--- config.mk ---
export PLATFORM = sky130hd
export DESIGN_NAME = aud_i2s_tx
export DESIGN_NICKNAME = d
export VERILOG_FILES = /design/src/rtl/aud_i2s_tx.sv
export SDC_FILE = /design/constraint.sdc
export NUM_CORES = 1
export LEC_CHECK = 0
export CAP_MARGIN = 10
export CORE_MARGIN = 2
export CORE_UTILIZATION = 38
export DETAILED_ROUTE_END_ITERATION = 6
export SLEW_MARGIN = 20
export SYNTH_ARGS = -nofsm -noshare
export SYNTH_HDL_FRONTEND = slang
export SYNTH_SLANG_ARGS = --single-unit
export TNS_END_PERCENT = 1
--- constraint.sdc ---
create_clock -name i_clk -period 2.74 [get_ports i_clk]
set_clock_uncertainty 0.15 [all_clocks]
set_input_delay 0.548 -clock i_clk [delete_from_list [all_inputs] [get_ports i_clk]]
set_output_delay 0.548 -clock i_clk [all_outputs]
set_load 0.05 [all_outputs]
--- src/rtl/aud_i2s_tx.sv ---
// ---------------------------------------------------------------------------
// aud_i2s_tx -- codec-side I2S serial transmitter (drives ADCDAT).
//
// Takes parallel stereo frames through a one-entry holding buffer and
// serializes them MSB first onto o_adcdat. The bit stream is delayed one BCLK
// from each LRCK transition, as the I2S format requires. LRCK is an input and
// is sampled in the BCLK domain.
//
// Parameters:
//   DATA_W   bits per channel word (MSB first)
//   UNDER_W  width of the saturating underrun counter
//
// Ports:
//   i_clk          BCLK, all logic on the rising edge
//   i_rst_n        synchronous active-low reset
//   i_lrck         LRCK: 0 = left slot, 1 = right slot
//   i_en           transmit enable
//   i_frame_valid  frame offered on i_left / i_right
//   i_left         left sample (two's complement)
//   i_right        right sample (two's complement)
//   i_pattern      (AUD_I2S_TX_PATTERN_EN only) load a counting test pattern
//   o_frame_ready  holding buffer empty, a frame can be accepted
//   o_adcdat       serial data
//   o_underrun     one-cycle pulse: left slot started with no frame buffered
//   o_under_cnt    saturating underrun count
//   o_busy         a word is being shifted out
//
// Build option: define AUD_I2S_TX_PATTERN_EN to add the i_pattern input and
// the internal pattern generator.
// ---------------------------------------------------------------------------
module aud_i2s_tx #(
  parameter int DATA_W  = 16,
  parameter int UNDER_W = 8
) (
  input  logic               i_clk,
  input  logic               i_rst_n,
  input  logic               i_lrck,
  input  logic               i_en,
  input  logic               i_frame_valid,
  input  logic [DATA_W-1:0]  i_left,
  input  logic [DATA_W-1:0]  i_right,
`ifdef AUD_I2S_TX_PATTERN_EN
  input  logic               i_pattern,
`endif
  output logic               o_frame_ready,
  output logic               o_adcdat,
  output logic               o_underrun,
  output logic [UNDER_W-1:0] o_under_cnt,
  output logic               o_busy
);

  localparam int CNT_W = $clog2(DATA_W + 1);

  typedef enum logic {
    S_IDLE,
    S_SHIFT
  } state_t;

  state_t             state, state_nx;
  logic [CNT_W-1:0]   bit_cnt, bit_cnt_nx;
  logic [DATA_W-1:0]  shreg, shreg_nx;
  logic               adcdat_nx;
  logic               busy_nx;

  logic               lrck_d;
  logic [DATA_W-1:0]  buf_l, buf_r;
  // Only the right word of the current frame needs storage: the left word is
  // launched straight from the buffer in the same cycle it would be copied.
  logic [DATA_W-1:0]  cur_r;

  logic               lrck_edge;
  logic               slot_start;
  logic               left_start;
  logic               right_start;
  logic               pat_load;
  logic               consume;
  logic               underflow;
  logic               accept;
  logic [DATA_W-1:0]  start_word;

`ifdef AUD_I2S_TX_PATTERN_EN
  logic [DATA_W-1:0]  pcnt;
`endif

  // -------------------------------------------------------------------------
  // Slot detection and frame selection
  // -------------------------------------------------------------------------
  assign lrck_edge   = (i_lrck != lrck_d);
  assign slot_start  = lrck_edge && i_en;
  assign left_start  = slot_start && !i_lrck;
  assign right_start = slot_start && i_lrck;
  assign accept      = i_frame_valid && o_frame_ready;

`ifdef AUD_I2S_TX_PATTERN_EN
  assign pat_load = left_start && i_pattern;
`else
  assign pat_load = 1'b0;
`endif

  assign consume   = left_start && !pat_load && !o_frame_ready;
  assign underflow = left_start && !pat_load && o_frame_ready;

  always_comb begin
    start_word = '0;
    if (right_start) begin
      start_word = cur_r;
    end else if (pat_load) begin
`ifdef AUD_I2S_TX_PATTERN_EN
      start_word = pcnt;
`endif
    end else if (consume) begin
      start_word = buf_l;
    end
  end

  // -------------------------------------------------------------------------
  // Serializer FSM: state register
  // -------------------------------------------------------------------------
  always_ff @(posedge i_clk) begin
    if (!i_rst_n) begin
      state    <= S_IDLE;
      bit_cnt  <= '0;
      shreg    <= '0;
      o_adcdat <= 1'b0;
      o_busy   <= 1'b0;
    end else begin
      state    <= state_nx;
      bit_cnt  <= bit_cnt_nx;
      shreg    <= shreg_nx;
      o_adcdat <= adcdat_nx;
      o_busy   <= busy_nx;
    end
  end

  // -------------------------------------------------------------------------
  // Serializer FSM: next state and outputs
  // A slot start always wins over an in-flight word, which is how a short
  // slot truncates the previous word without carrying bits over.
  // -------------------------------------------------------------------------
  always_comb begin
    state_nx   = state;
    bit_cnt_nx = bit_cnt;
    shreg_nx   = shreg;
    adcdat_nx  = 1'b0;
    busy_nx    = 1'b0;

    if (!i_en) begin
      state_nx   = S_IDLE;
      bit_cnt_nx = '0;
    end else if (slot_start) begin
      state_nx   = S_SHIFT;
      adcdat_nx  = start_word[DATA_W-1];
      shreg_nx   = start_word << 1;
      bit_cnt_nx = CNT_W'(DATA_W - 1);
      busy_nx    = 1'b1;
    end else begin
      case (state)
        S_SHIFT: begin
          if (bit_cnt != '0) begin
            adcdat_nx  = shreg[DATA_W-1];
            shreg_nx   = shreg << 1;
            bit_cnt_nx = bit_cnt - CNT_W'(1);
            busy_nx    = 1'b1;
          end else begin
            state_nx = S_IDLE;
          end
        end
        default: begin
          state_nx = S_IDLE;
        end
      endcase
    end
  end

  // -------------------------------------------------------------------------
  // Holding buffer, current frame, underrun accounting
  // -------------------------------------------------------------------------
  always_ff @(posedge i_clk) begin
    if (!i_rst_n) begin
      lrck_d        <= i_lrck;
      o_frame_ready <= 1'b1;
      buf_l         <= '0;
      buf_r         <= '0;
      cur_r         <= '0;
      o_underrun    <= 1'b0;
      o_under_cnt   <= '0;
    end else begin
      lrck_d     <= i_lrck;
      o_underrun <= 1'b0;

      // Accept and consume are mutually exclusive: accept needs an empty
      // buffer, consume needs a full one.
      if (accept) begin
        buf_l         <= i_left;
        buf_r         <= i_right;
        o_frame_ready <= 1'b0;
      end else if (consume) begin
        o_frame_ready <= 1'b1;
      end

      if (consume) begin
        cur_r <= buf_r;
      end else if (underflow) begin
        cur_r      <= '0;
        o_underrun <= 1'b1;
        if (o_under_cnt != '1) begin
          o_under_cnt <= o_under_cnt + UNDER_W'(1);
        end
      end
`ifdef AUD_I2S_TX_PATTERN_EN
      else if (pat_load) begin
        cur_r <= ~pcnt;
      end
`endif
    end
  end

`ifdef AUD_I2S_TX_PATTERN_EN
  always_ff @(posedge i_clk) begin
    if (!i_rst_n) begin
      pcnt <= '0;
    end else if (pat_load) begin
      pcnt <= pcnt + DATA_W'(1);
    end
  end
`endif

endmodule

# Yosys cells after proc, flatten, opt, wreduce, memory -nomap -nowiden
# Index checks and enable logic that the tools add are counted.
[totals] register_bits=82 wordCells=58 out_inout_bits=12
[classes] n_addsub=2 n_eq_ne=2 muxes=19 n_reduce_logical=20 n_bitwise=3
[op_table] op="$mux W16" n=7
[op_table] op="$mux W4" n=3
[op_table] op="$mux W1" n=9
[op_table] op="$add A8 B1 Y8 const B" n=1
[op_table] op="$ne A8 B8 Y1 const B" n=1
[op_table] op="$reduce_bool A2 Y1" n=4
[op_table] op="$logic_and A1 B1 Y1" n=6
[op_table] op="$reduce_and A2 Y1" n=3
[op_table] op="$reduce_and A3 Y1" n=2
[op_table] op="$reduce_bool A5 Y1" n=1
[op_table] op="$sub A5 B1 Y5 const B" n=1
[op_table] op="$not A1 Y1" n=3
[op_table] op="$reduce_or A3 Y1" n=1
[op_table] op="$logic_not A1 Y1" n=2
[op_table] op="$reduce_or A2 Y1" n=1
[op_table] op="$ne A1 B1 Y1" n=1

# Longest topological paths before layout
# Gate-level depths: netlist of the first run.
[logic_depth] ltp_word=7 mapped_depth=8 ltp_nobuf=6

# Worst setup path after synthesis of the first run
# OpenSTA, ideal clock, no wires.
[synth_path] kind="reg-to-reg" from="reg o_frame_ready" to="reg o_under_cnt[5]" path_buffers=1 path_stages_with_launch=6 setup_slack_ps=824 synth_period_minus_slack_ps=1916 arrival_time_ps=1695 cell_sequence="dfxtp_1 -> and4b_1 -> o21ai_1 -> buf_2 -> or4_1 -> a21oi_1"
[synth_via] elab_chain_len=4
[synth_rtl] element="start: declaration" line_no="45" source="output logic o_frame_ready,"
[synth_rtl] element="start signal: assignment" line_no="181" source="o_frame_ready <= 1'b1;"
[synth_rtl] element="start signal: assignment" line_no="196" source="o_frame_ready <= 1'b0;"
[synth_rtl] element="start signal: assignment" line_no="198" source="o_frame_ready <= 1'b1;"
[synth_rtl] element="$logic_not A1 Y1" line_no="100" source="assign consume = left_start && !pat_load && !o_frame_ready;"
[synth_rtl] element="$logic_and A1 B1 Y1" line_no="100"
[synth_rtl] element="$not A1 Y1 (no line)"
[synth_rtl] element="$reduce_and A3 Y1 (no line) (*)"
[synth_rtl] element="end signal: assignment" line_no="207" source="o_under_cnt <= o_under_cnt + UNDER_W'(1);"
[synth_rtl] element="end: declaration" line_no="48" source="output logic [UNDER_W-1:0] o_under_cnt,"
# Mark *: on every way between the ends. The rest lies on a longest branch, timed or not.
# A chain may end at the register's enable or synchronous reset.

==> key figures, run 1 <==
STA
  – RSZ-0062 raised after global routing: false
  – Post-Route Setup TNS: 0 ns
  – Slew @ Worst Pin: 0.741 ns
  – Max-slew violation count: 0
  – Hold_ws: 0.302 ns
  – Hold Fails Final Rpt: 0
  – Max Fclk: 427 MHz
  – Rel. slew slack: 50.6%
  – Final Critical Period: 2.34 ns
  – Period Utilization, post-route: 85.5%
  – Endpoints failing setup: 0

Power and ir drop
  – Power per Cell Area: 603 nW/um^2
  – Lkg Pwr: 1.46 nW
  – Worst vdd ir: 0.265 mV

Global routing
  – First-pass GRT wire length: 13,300 microns
  – GR Overflow Total: 0
  – Largest net degree at the start of global routing: 44
  – Total GRT Usage: 16.7%
  – Initial antenna violation count: 0
  – Vias in the first global route: 2,844

Worst setup path
  – Critical path's top delay family: buffers and inverters
  – Crit-path cells: clkdlybuf4s50_1
  – Reg2Reg Setup Slack: 0.51 ns
  – Setup CP Type: flip-flop to output port
  – R2r worst-path depth: 6
  – Critical Path Sink: o_busy
  – Crit start category: flip-flop
  – Slowest-stage cell, CP: clkdlybuf4s50_1
  – Worst-path fanout max: 6
  – Worst r2r dst: shreg[4]$_SDFFE_PN0P_
  – Critical path endpoint category: output port
  – CP required: 2.04 ns
  – Buf/Inv on CP: 1
  – Worst Setup SP: state$_SDFF_PN0_
  – Crit path depth: 1
  – Slowest cell delay on critical path: 0.85 ns
  – WP data arrival: 1.64 ns
  – Reg2reg start: bit_cnt[0]$_SDFFE_PN0P_

Drt
  – Final ANT Viol Nets: 0
  – Drt pass-1 iters: 4
  – Final WL: 7780 microns
  – DR iter-0 viols: 101
  – Vias/cell: 5.16
  – Via count: 2,880
  – DR WL/cell: 13.9 microns
  – Residual DRC: 0

Synth
  – Synth area leader: dfxtp_1
  – Syn_nets: 448
  – Synth cell types: 43
  – Gate Count Post-Synth: 408
  – Mux cell area share after synthesis: 0.575%
  – Async S/R FF share, synth: 0%
  – Flops & latches, synth: 81
  – Synth Area in Simple Gates: 26.6%
  – Largest family of logic cells by synthesized area: simple AND/OR/NAND/NOR gates
  – EDFF count, synth: 0
  – Most frequent cell after synthesis: nand2_1
  – Sequential area share after synthesis: 46.5%
  – Synth top cells by count: nand2_1, dfxtp_1, a21oi_1, clkbuf_1, nor2_1
  – Top FF cell, synth: dfxtp_1
  – Post-Synth XOR/XNOR Area: 1.72%
  – Synth top area share: 46.5%
  – Post-synthesis compound-gate area fraction: 17.6%
  – Synth warn: 0
  – Synth Cell Area: 3480 sq um
  – Post-Synth Adder-Cell Area: 1.08%
  – Synth area leaders: dfxtp_1, nand2_1, a21oi_1
  – Mapped Avg Cell Area: 8.54 sq um

Clocking
  – Total CTS buffers: 9
  – CTS clk-pin slew, worst paths: 0.08 ns
  – CTS tree: done
  – TritonCTS Sinks: 81
  – H-tree depth: 3
  – Root buffer cell: clkbuf_8
  – Clock Path Buffers: 2
  – Post-CTS setup buffer count: 0
  – Cts hold-fix bufs: 0
  – Worst-Skew Late Latency: 0.35 ns
  – Post_cts resized: 0

Floorplanning
  – Rows: 34
  – I/O pin cnt: 49
  – Chip height: 99.8 microns
  – Die area: 9950 sq um
  – Core Area: 8810 sq um
  – Initial core utilization: 39.6%
  – Die W: 99.8 microns

Place
  – DP Area: 4000 sq um
  – Count of input and output buffers: 48
  – Post-DP HPWL: 5040 microns
  – Gpl congestion: 0.792

Cells and area
  – Final net count: 486
  – Fillers: 901
  – Post-Layout Inst Area: 4230 sq um
  – Share of cells above drive strength 1: 12.4%
  – Seq. cell area: 1620 sq um
  – Diode count: 0
  – Multi-input gate area: 1660 sq um
  – Layout area overhead: 21.5%

Job
  – Max-Cap Viols: 0

Run status
  – Outcome: finished, final reports clean

Worst hold path
  – Hold Path Class: flip-flop to flip-flop
## through the flow
step                      cells  utilization, %  power (mW)  setup WS, ns
final                       558            48.1        2.55         0.398
after global routing        558            48.1        2.67         0.339
after CTS                   558            48.1        2.58         0.378
after detailed placement    543            45.5        1.59         0.317
after global placement      543            45.5        1.58         0.345
after floorplan             408               -        1.48         0.824
## routing by layer
metal / global-route usage, % / wire (microns) / up-vias
met5: 0 / 0 / -
met4: 8.22 / 193 / 0
met3: 3.09 / 290 / 15
met2: 27.0 / 3540 / 59
met1: 21.5 / 3750 / 1323
li1: - / - / 1483
## state kept, by name, indices dropped and copies added, names as in the netlist
name           count
o_under_cnt        8
cur_r             16
shreg             15
lrck_d             1
state              1
buf_r             16
o_frame_ready      1
o_underrun         1
o_adcdat           1
bit_cnt            5
buf_l             16
## final cells by class
| type | count | share of cell area (%) |
|---|---|---|
| flip-flops and latches | 81 | 38.3 |
| clock buffers | 13 | 3.99 |
| clock inverters | 2 | 1.42 |
| repair buffers | 59 | 13.2 |
| well taps | 108 | 3.19 |
| inverters | 8 | 0.709 |
| multi-input cells | 287 | 39.1 |
## logic make-up (layout without fill, tap and decap cells)
family | Yosys count | count (layout)
fa+ha+maj | 3 | 3
compound gates | 96 | 96
mux | 2 | 2
flops | 81 | 81
buf+inv | 40 | 82
xor+xnor | 6 | 6
simple gates | 180 | 180
## worst min-delay path by stage
stage | to | cells past startpoint | startpoint
finish | buf_l[5]$_SDFFE_PN0P_ | 2 | buf_l[5]$_SDFFE_PN0P_
global route | buf_r[12]$_SDFFE_PN0P_ | 2 | buf_r[12]$_SDFFE_PN0P_
CTS | buf_r[12]$_SDFFE_PN0P_ | 2 | buf_r[12]$_SDFFE_PN0P_
detailed placement | buf_r[12]$_SDFFE_PN0P_ | 2 | buf_r[12]$_SDFFE_PN0P_
global placement | buf_r[15]$_SDFFE_PN0P_ | 2 | buf_r[15]$_SDFFE_PN0P_
floorplan | shreg[2]$_SDFFE_PN0P_ | 1 | shreg[2]$_SDFFE_PN0P_
## cells in the final DEF, fill, tap and decap left out, types with 12 or more instances in the layout
| cell | count |
|---|---|
| a21oi_1 | 58 |
| buf_4 | 12 |
| clkbuf_8 | 12 |
| clkdlybuf4s50_1 | 47 |
| dfxtp_1 | 81 |
| nand2_1 | 84 |
| nand4_1 | 16 |
| nor2_1 | 22 |
| nor3b_1 | 18 |
| o21ai_0 | 16 |
| or3b_2 | 14 |
## power breakdown
group	switching (mW)	internal (mW)	leakage (nW)	total (mW)
combinational	0.173	0.130	0.684	0.303
sequential	0.0272	1.23	0.660	1.25
clock	0.413	0.584	0.116	0.997
Power figures use the tool's default switching activity.
==> run 2: changes to the inputs <==
Settings changed: CORE_UTILIZATION 38 to 50, PLACE_DENSITY set to 0.74.
==> key figures, run 2 (synthesis results as in run 1) <==
STA
  – Final Critical Period: 2.34 ns (+0.00291 ns)
  – Max-slew violation count: 0 (unchanged)
  – PnR worst setup slack: 0.396 ns (-0.00291 ns)
  – Endpoints failing setup: 0 (unchanged)
  – Rel. slew slack: 50.5% (about the same)
  – Slew @ Worst Pin: 0.742 ns (+0.000423 ns)
  – Max Fclk: 427 MHz (-0.12%)
  – Post-Route Setup TNS: 0 ns (unchanged)
  – Hold_ws: 0.306 ns (+0.00415 ns)
  – RSZ-0062 raised after global routing: false
  – Hold Fails Final Rpt: 0 (unchanged)
  – Period Utilization, post-route: 85.6% (+0.11 points)

Cells and area
  – Commonest non-fill, non-tap cells in the layout: nand2_1, dfxtp_1, a21oi_1
  – Final net count: 485 (-0.21%)
  – Largest registers: buf_l x16, buf_r x16, cur_r x16
  – Layout area overhead: 19.4%
  – Share of cells above drive strength 1: 12.2% (-0.22 points)
  – Post-Layout Inst Area: 4160 sq um (-1.7%)
  – Commonest non-fill, non-tap cell in the layout: nand2_1
  – Diode count: 0 (unchanged)

Worst hold path
  – Hold Path Class: flip-flop to flip-flop
  – Hold Path Depth: 2 (unchanged)

Drt
  – Via count: 2,933 (+1.8%)
  – DR WL/cell: 14.2 microns (+2.2%)
  – Vias/cell: 5.53 (+7.2%)
  – Drt pass-1 iters: 4 (unchanged)
  – DR iter-0 viols: 128 (+27%)
  – Final ANT Viol Nets: 0 (unchanged)
  – Final WL: 7550 microns (-2.9%)
  – Residual DRC: 0 (unchanged)

Worst setup path
  – Buf/Inv on CP: 1 (unchanged)
  – Setup CP Type: flip-flop to output port
  – Crit-path cells: clkdlybuf4s50_1
  – Critical path's top delay family: buffers and inverters
  – CP required: 2.04 ns (about the same)
  – Critical path endpoint category: output port
  – Slowest-stage cell, CP: clkdlybuf4s50_1
  – Worst-path fanout max: 6 (unchanged)
  – Slowest cell delay on critical path: 0.85 ns (about the same)
  – R2r worst-path depth: 6 (unchanged)
  – Crit start category: flip-flop
  – WP data arrival: 1.65 ns (about the same)
  – Crit path depth: 1 (unchanged)

Clocking
  – CTS clk-pin slew, worst paths: 0.08 ns (about the same)
  – Root buffer cell: clkbuf_8
  – Post-CTS setup buffer count: 0 (unchanged)
  – CTS tree: done
  – Post_cts resized: 0 (unchanged)
  – Worst-Skew Late Latency: 0.35 ns (about the same)
  – TritonCTS Sinks: 81 (unchanged)
  – Cts hold-fix bufs: 0 (unchanged)
  – Clock Path Buffers: 2 (unchanged)
  – Total CTS buffers: 9 (unchanged)
  – H-tree depth: 3 (unchanged)

Floorplanning
  – Rows: 30 (-12%)
  – Die W: 87.5 microns (-12%)
  – I/O pin cnt: 49 (unchanged)
  – Chip height: 87.5 microns (-12%)
  – Initial core utilization: 51.6% (+12 points)
  – Die area: 7650 sq um (-23%)
  – Core Area: 6760 sq um (-23%)

Power and ir drop
  – Sw Pwr: 0.626 mW (+2.0%)
  – Lkg Pwr: 1.44 nW (-1.6%)
  – Internal power: 1.78 mW (-8.4%)
  – Comb pwr share: 12.5% (+0.6 points)
  – Seq pwr share: 52.3% (+3.2 points)
  – Switching Fraction: 26.0% (+2.0 points)
  – Clk pwr share: 35.2% (-3.9 points)
  – Power Total: 2.40 mW (-5.9%)
  – Worst vdd ir: 0.319 mV (+21%)
  – Power per Cell Area: 577 nW/um^2 (-4.3%)

Global routing
  – Vias in the first global route: 2,810 (-1.2%)
  – GR Layer Usage met2: 36.7% (+9.7 points)
  – Met1 Use GR: 27.1% (+5.5 points)
  – Layer with the highest usage: met2
  – Largest net degree at the start of global routing: 58 (+32%)
  – First-pass GRT wire length: 12,900 microns (-2.6%)
  – Met3 GRT Util: 3.60% (+0.51 points)
  – Initial antenna violation count: 0 (unchanged)
  – GR Overflow Total: 0 (unchanged)
  – Total GRT Usage: 21.6% (+4.8 points)

Job
  – Max-Cap Viols: 0 (unchanged)

Place
  – DP Area: 3970 sq um (-0.75%)
  – Gpl congestion: 0.827 (+4.4%)
  – Count of input and output buffers: 48 (unchanged)
  – Pre-CTS WS: 0.180 ns (-0.137 ns)
  – Post-DP HPWL: 5000 microns (-0.92%)

Run status
  – Outcome: finished, final reports clean
[run 2: cell types whose count changed in the layout (fill, tap and decap cells not counted), sizes merged]
cell,before,now
clkinvlp,0,1
buf,12,11
clkinv,0,3
bufinv,2,1
clkbuf,13,11
[run 2: path summary, 6_finish.rpt]
path                      startpoint               endpoint  slack (ns)
min            buf_l[4]$_SDFFE_PN0P_  buf_l[4]$_SDFFE_PN0P_        0.31
max                 state$_SDFF_PN0_                 o_busy        0.40
max reg2reg  bit_cnt[0]$_SDFFE_PN0P_  shreg[4]$_SDFFE_PN0P_        0.47
min reg2reg    buf_l[4]$_SDFFE_PN0P_  buf_l[4]$_SDFFE_PN0P_        0.31
[run 2: through the flow]
stage	cells	utilization, %
5_1_grt	530	61.6
4_1_cts	530	61.6
6_report	530	61.6
2_1_floorplan	408	-
3_3_place_gp	514	58.8
3_5_place_dp	514	58.8
[run 2: cell type report]
cell class                      count  area [sq um]
Clock inverter                      5          56.3
Inverter                            8          30.0
Tap cell                           80           100
Sequential cell                    81          1620
Timing Repair Buffer               58           566
Clock buffer                       11           131
Fill cell                         610          2590
Multi-Input combinational cell    287          1660
[run 2: power groups by stage]
stage                     clock (mW)  sequential, mW  combinational, mW
after floorplan                    0            1.29              0.193
after global placement             0            1.28              0.293
after detailed placement           0            1.28              0.301
after CTS                      0.861            1.26              0.302
after global routing           0.904            1.26              0.333
final                          0.846            1.26              0.300
[run 2: metal layers]
layer / wire [microns] / up-vias
met5: 0 / -
met4: 146 / 0
met3: 243 / 12
met2: 3560 / 63
met1: 3600 / 1374
li1: - / 1484
